<file path="config.mk">
export PLATFORM = sky130hd
export DESIGN_NAME = mux_pipe_skid
export DESIGN_NICKNAME = d
export VERILOG_FILES = /design/src/rtl/mux_pipe_skid.sv
export SDC_FILE = /design/constraint.sdc
export NUM_CORES = 1
export LEC_CHECK = 0
export BUFFER_PORTS_ARGS = -buffer_cell sky130_fd_sc_hd__buf_4
export CAP_MARGIN = 30
export CORE_MARGIN = 1
export CORE_UTILIZATION = 54
export DETAILED_ROUTE_END_ITERATION = 6
export GPL_TIMING_DRIVEN = 0
export PLACE_DENSITY = 0.9
export SKIP_LAST_GASP = 1
export SLEW_MARGIN = 10
export SYNTH_ARGS = -nofsm -noshare
export SYNTH_HDL_FRONTEND = slang
export SYNTH_SLANG_ARGS = --single-unit
export TNS_END_PERCENT = 30
</file>
<file path="constraint.sdc">
create_clock -name clk -period 2.8 [get_ports clk]
set_input_delay 0.14 -clock clk [delete_from_list [all_inputs] [get_ports clk]]
set_output_delay 0.14 -clock clk [all_outputs]
set_load 0.02 [all_outputs]
</file>
<file path="src/rtl/mux_pipe_skid.sv">
// N-way, W-bit selector with a registered output stage and a 2-entry skid buffer.
// The select is combinational on the input side. Only the selected word, its
// select and its error flag are registered. in_ready is registered, so it never
// depends combinationally on out_ready.
module mux_pipe_skid #(
    parameter int              WIDTH   = 5,
    parameter int              NUM_IN  = 4,
    parameter int              SEL_W   = 2,
    parameter logic [WIDTH-1:0] DEF_VAL = '0
) (
    input  logic                    clk,
    input  logic                    rst_n,
    input  logic [NUM_IN*WIDTH-1:0] in_bus,
    input  logic [SEL_W-1:0]        sel,
    input  logic                    in_valid,
    output logic                    in_ready,
    input  logic                    flush,
    output logic [WIDTH-1:0]        out_data,
    output logic [SEL_W-1:0]        out_sel,
    output logic                    out_err,
    output logic                    out_valid,
    input  logic                    out_ready
);

    // One buffered entry: the selected word plus the select that produced it
    typedef struct packed {
        logic [WIDTH-1:0] data;
        logic [SEL_W-1:0] sel;
        logic             err;
    } ent_t;

    // State is {skid_valid, out_valid}
    localparam logic [1:0] ST_EMPTY = 2'b00;
    localparam logic [1:0] ST_ONE   = 2'b01;
    localparam logic [1:0] ST_FULL  = 2'b11;

    logic [1:0] state_q, state_d;
    ent_t       main_q, main_d;
    ent_t       skid_q, skid_d;
    ent_t       in_ent;
    logic       accept, xfer;

    // Input-side select; out-of-range selects substitute DEF_VAL and flag err
    always_comb begin
        in_ent.data = DEF_VAL;
        in_ent.sel  = sel;
        in_ent.err  = 1'b1;
        for (int k = 0; k < NUM_IN; k++) begin
            if (int'(sel) == k) begin
                in_ent.data = in_bus[k*WIDTH +: WIDTH];
                in_ent.err  = 1'b0;
            end
        end
    end

    assign in_ready  = ~state_q[1];
    assign out_valid = state_q[0];
    assign out_data  = main_q.data;
    assign out_sel   = main_q.sel;
    assign out_err   = main_q.err;

    assign accept = in_valid & in_ready;
    assign xfer   = out_valid & out_ready;

    // Next-state: main register feeds the outputs, skid catches one word of back-pressure
    always_comb begin
        state_d = state_q;
        main_d  = main_q;
        skid_d  = skid_q;
        if (flush) begin
            // Only valid bits clear; payload registers keep their last values
            state_d = ST_EMPTY;
        end else begin
            case (state_q)
                ST_EMPTY: begin
                    if (accept) begin
                        main_d  = in_ent;
                        state_d = ST_ONE;
                    end
                end
                ST_ONE: begin
                    if (accept && xfer) begin
                        main_d = in_ent;
                    end else if (accept) begin
                        skid_d  = in_ent;
                        state_d = ST_FULL;
                    end else if (xfer) begin
                        state_d = ST_EMPTY;
                    end
                end
                ST_FULL: begin
                    if (xfer) begin
                        main_d  = skid_q;
                        state_d = ST_ONE;
                    end
                end
                default: state_d = ST_EMPTY;
            endcase
        end
    end

    // State and payload registers with synchronous active-low reset
    always_ff @(posedge clk) begin
        if (!rst_n) begin
            state_q <= ST_EMPTY;
            main_q  <= '0;
            skid_q  <= '0;
        end else begin
            state_q <= state_d;
            main_q  <= main_d;
            skid_q  <= skid_d;
        end
    end

endmodule

</file>
# == After elaboration in Yosys (flattened, before gate mapping) ==
# Index checks and enable logic that the tools add are counted.
# word_totals
register_bits,18
in_bits,27
out_inout_bits,10
wordCells,49
# classes
n_eq_ne,10
mux,18
n_bitwise,6
n_reduce_logical,8
# ops
op,count
8-bit two-way mux,3
8-bit one-hot mux with 3 select lines,1
5-bit two-way mux,4
2-bit two-way mux,5
2-bit inequality test (second input constant),4
4-bit AND reduction,2
2-bit == test (second input constant),3
2-bit one-hot mux with 3 select lines,1
5-bit AND reduction,1
2-bit by 1-bit == test with 1-bit output (second input constant),2
2-bit logical NOT,2
1-bit two-way mux,4
1-bit inverter,4
3-bit inequality test (second input constant),1
3-bit nonzero test,1
1-bit bitwise AND,2
2-bit OR reduction,1
1-bit logical AND,1

# == Longest topological paths before layout ==
# depth
ltp_word,7
depth_mapped,7
mapped_depth_nobuf,5

# == Least setup slack after synthesis ==
# Ideal clock, no wire load.
# synth_path
kind,register to register
from,register state_q[0]
to,register main_q (netlist bit out_err)
arrival_ps,1811
required_ps,2728
path_slack_ps,917
stages_incl_launch_ff,8
path_buffers,2
period_less_slack_ps,1883
path_cell_list,dfxtp_1 -> inv_1 -> ha_1 -> clkbuf_1 -> a221oi_2 -> and2_1 -> buf_2 -> mux2i_1
# synth_between
elab_chain_len,4
elab_cells_between_ends,11
# synth_rtl
element,line,source
start: declaration,37,"logic [1:0] state_q, state_d;"
start signal: assignment,109,state_q <= state_d;
1-bit bitwise AND,63,assign xfer = out_valid & out_ready;
1-bit logical AND,82,if (accept && xfer) begin
2-bit inequality test (no line),--,
5-bit AND reduction (no line),--,
end signal: assignment,110,main_q <= main_d;
end: declaration,38,"ent_t main_q, main_d;"
# Several ways; a longest one is shown, not always the timed one.
# A chain may end at the register's enable or synchronous reset.

# == Final worst setup path ==
# Same ends and word-level chain as after synthesis.

==> summary.md <==
For the count of inserted antenna diode cells, the log shows 0. For the final routed database, the setup TNS stands at 0 ps. The critical-path maximum fanout was 9. Dividing the detail-routed via count by the number of cells gives 6.04. 37 I/O pins were placed. STA classifies the critical path endpoint as a register. The relative slew slack is 0.613, and the count of filler cells inserted in the layout is 164.

The run gives 3 as the total clock buffers created by CTS. The total wirelength of the detailed-routed design is 3050 um, and the worst-case clock buffer depth is 2. The via count of the first global-routing pass was 1110. Kind of critical path: reg -> reg.

After detailed routing, the number of remaining DRC violations is 0. Summed over all nets, the switching power comes to 195 uW. The remaining global-route overflow is 0.

Entering global routing, the biggest net connects 11 pins. The fraction of final layout cells with drive strength greater than 1 was 0.291. The endpoint identified for the worst register-to-register timing path is out_err. The critical path contains buffers and inverters numbering 3 combined. The instance count after placement with tap cells included was 189; the depth of the worst register-to-register path was 7. STA puts the critical path data required time at 3040 ps.

The mean area per synthesized cell is 9.13 um^2. The internal power of the cells totals 416 uW. Subtracting the final worst setup slack from the clock period gives 2120 ps. Summing over every cut layer, the via total after detailed routing is 1160. Walking the worst path, the cells encountered are inv_1, ha_1, clkbuf_1, a221oi_2, and2_1, buf_2, mux2i_1. The die is 48.5 um wide.

The register bit count reported by yosys works out to 18. Proportion of total power due to net switching: 0.319. The worst setup path is launched from a register. The flow ran to the end, and the final reports show no timing, DRC or antenna violations.

Biggest area consumer among synthesized cells: dfxtp_1. The final instance area is 0.00148 mm^2, and the maximum clock rate is 472 MHz. Counting buffers and inverters, the worst setup path is 7 cells deep. Summing every instance area after synthesis gives 0.00117 mm^2. Dividing the detail-routed wire length by the instance count gives 15.9 um.

In this run the vertical extent of the chip is 48.5 um. The wire length of the first global-routing pass was 5150 um; the area occupied by registers was 360 um^2. H-tree depth: 1. The run gives 0.465 as the sequential cell fraction of total power. For the number of nets still failing antenna checks after routing, the log shows 0.

Final cycle utilization of the critical path: 0.757. The root cell of the clock tree is clkbuf_4. The slew at the pin with the worst max-slew slack was 577 ps; the worst endpoint data arrival time was 2360 ps. The region available for standard cell placement spans 0.00200 mm^2.

The initial antenna violation count came out at 0. The tools report the destination of the critical timing path as out_err. TritonCTS built the clock tree. The peak per-stage delay on the critical path is 530 ps, and the count of hold buffers inserted by post-cts repair is 0. In this run, post-CTS repair resized a total of 0 instances.

In the final layout, the multi-input gates occupy 736 um^2. Max-cap violations in this run came to 0. The run gives 0.308 as the sequential cell area fraction in the yosys report. Across the VDD grid, the largest voltage drop is 0.272 mV. Global-route usage over all layers: 0.277.

The total number of clock tree sinks is 18. Summed over all cells, the static leakage comes to 0.698 nW. The tools report the site row count as 16.

Setup violations remaining at the end of the flow were counted as 0. The number of detailed-route iterations in the first pass is 4. From synthesis to final layout, the design area changed by 26.7%. The run gives 300 ps as the clock insertion delay at the later pin of the skew report. Broken down by cell family, the worst path's largest delay share belongs to buffers and inverters. Number of non-filler instances in the completed layout: 192. The final layout contains 198 nets. Setup slack on the worst reg-to-reg path comes out at 680 ps. The initial core utilization was 0.584; the weighted congestion at the end of routability-driven global placement was 0.930.

Sorting the synthesized cells by area gives the leading types as dfxtp_1, mux2i_1, nand3b_1, a21oi_1, ha_1. The total setup buffers inserted after CTS was 0; the number of buffer cells added on primary ports was 34. In this run the worst setup path begins at state_q[0]. The run gives 0.323 as the share of total power in combinational logic. The top cell type's share of synthesized area works out to 0.308. Among all stages on the critical path, the largest delay is contributed by dfxtp_1.

The share of total power in the clock network is 0.212. The total half-perimeter wirelength after legalization and detailed placement was 2250 um; the number of nets in the synthesized netlist was 159. After technology mapping, the gate count stands at 128. The logs give 0.00146 mm^2 for the total placed instance area and 0 for the count of endpoints failing hold in the final timing report. In this run the power density over the cells is 413 mW/mm^2. The worst hold path belongs to the class in -> reg.

The unique cell type count in the Yosys netlist was 31. Clock-pin slew was measured on the worst setup and hold paths at 100 ps. The startpoint identified for the worst register-to-register timing path is state_q[0].

During synthesis, Yosys emitted a total of 0 warnings. Setup repair after global routing left no endpoint under its margin. Between clock sinks in the finished design, the worst skew comes to 5.00 ps.

The run gives 0 as the final number of max-transition violations. The first routing iteration left 19 violations. Die outline area: 0.00235 mm^2.
==> cells in the final DEF, fill, tap and decap left out <==
cell and instances:
a21boi_2 1, nor2_1 9, mux2i_1 24, clkbuf_1 4
o2111ai_1 5, or2_2 1, a211oi_1 2, or4b_4 1
nand2b_1 1, a21o_1 1, buf_4 34, and2_1 2
clkbuf_4 3, nor2b_1 1, and3_1 1, nand4b_2 1
clkbuf_2 1, a21oi_1 10, nand2_1 2, nand3_1 1
inv_1 4, a31oi_1 1, a221oi_1 1, ha_1 4
dfxtp_1 18, nor3_1 1, a221oi_2 1, o21ai_0 8
buf_2 3, a2111oi_0 2, nand3b_1 10, a22oi_1 5
buf_6 2
==> layout make-up <==
cell class,count,share of cell area
plain buffers,10,0.0389
clock buffers,3,0.0152
inverters,4,0.0101
multi-input cells,96,0.497
flip-flops and latches,18,0.243
well taps,27,0.0228
repair buffers,34,0.172
==> synthesized netlist by cell type (all sizes together) <==
cell type / number
nand3: 1
a2111oi: 2
nand3b: 10
ha: 4
or2: 1
and3: 1
o21ai: 8
buf: 5
dfxtp: 18
inv: 4
a21o: 1
nor2b: 1
nor2: 9
a221oi: 2
nor3: 1
clkbuf: 5
nand2b: 1
a211oi: 2
mux2i: 24
o2111ai: 5
and2: 2
or4b: 1
a21oi: 10
nand2: 2
a31oi: 1
nand4b: 1
a21boi: 1
a22oi: 5
==> how the worst min path moves through the flow <==
stage	from	cells after the start	slack [ps]	endpoint
final	flush	2	40	state_q[1]
after global routing	flush	2	50	state_q[1]
after CTS	flush	2	40	state_q[1]
after detailed placement	flush	2	370	state_q[1]
after global placement	flush	2	360	state_q[1]
after floorplan	flush	1	220	state_q[1]
==> per-layer routing <==
metal | up-vias | routed length (um) | GRT usage
met5 | - | 0 | 0
met4 | 0 | 33 | 0.0686
met3 | 5 | 161 | 0.0503
met2 | 43 | 1550 | 0.486
met1 | 556 | 1310 | 0.350
li1 | 556 | - | -
==> through the flow <==
stage | power, mW | hold slack, ps | util | setup WS, ps
2_1_floorplan | 0.410 | 223 | - | 917
3_3_place_gp | 0.475 | 357 | 0.728 | 831
3_5_place_dp | 0.486 | 365 | 0.728 | 740
4_1_cts | 0.615 | 35.4 | 0.739 | 717
5_1_grt | 0.644 | 45.5 | 0.739 | 468
6_report | 0.612 | 42.5 | 0.739 | 681
==> power groups by stage <==
stage | clock, mW | sequential, mW | combinational [mW]
detailed placement | 0 | 0.290 | 0.196
finish | 0.130 | 0.285 | 0.197
global route | 0.141 | 0.288 | 0.215
global placement | 0 | 0.289 | 0.186
CTS | 0.135 | 0.284 | 0.197
floorplan | 0 | 0.302 | 0.108
==> sequential cells by signal, summed over array words and instances, names as in the netlist <==
name,flops
out_data,5
skid_q,8
state_q,2
out_err,1
out_sel,2
==> cells by family after synthesis <==
| family | after synthesis | share of synthesized area |
|---|---|---|
| AOI/OAI and AO/OA | 37 | 0.216 |
| adders and majority gates | 4 | 0.0428 |
| DFF | 18 | 0.308 |
| buffers and inverters | 14 | 0.0621 |
| and+or+nand+nor | 31 | 0.165 |
| muxes | 24 | 0.206 |
Note: power is estimated with default switching activity, not from simulation.
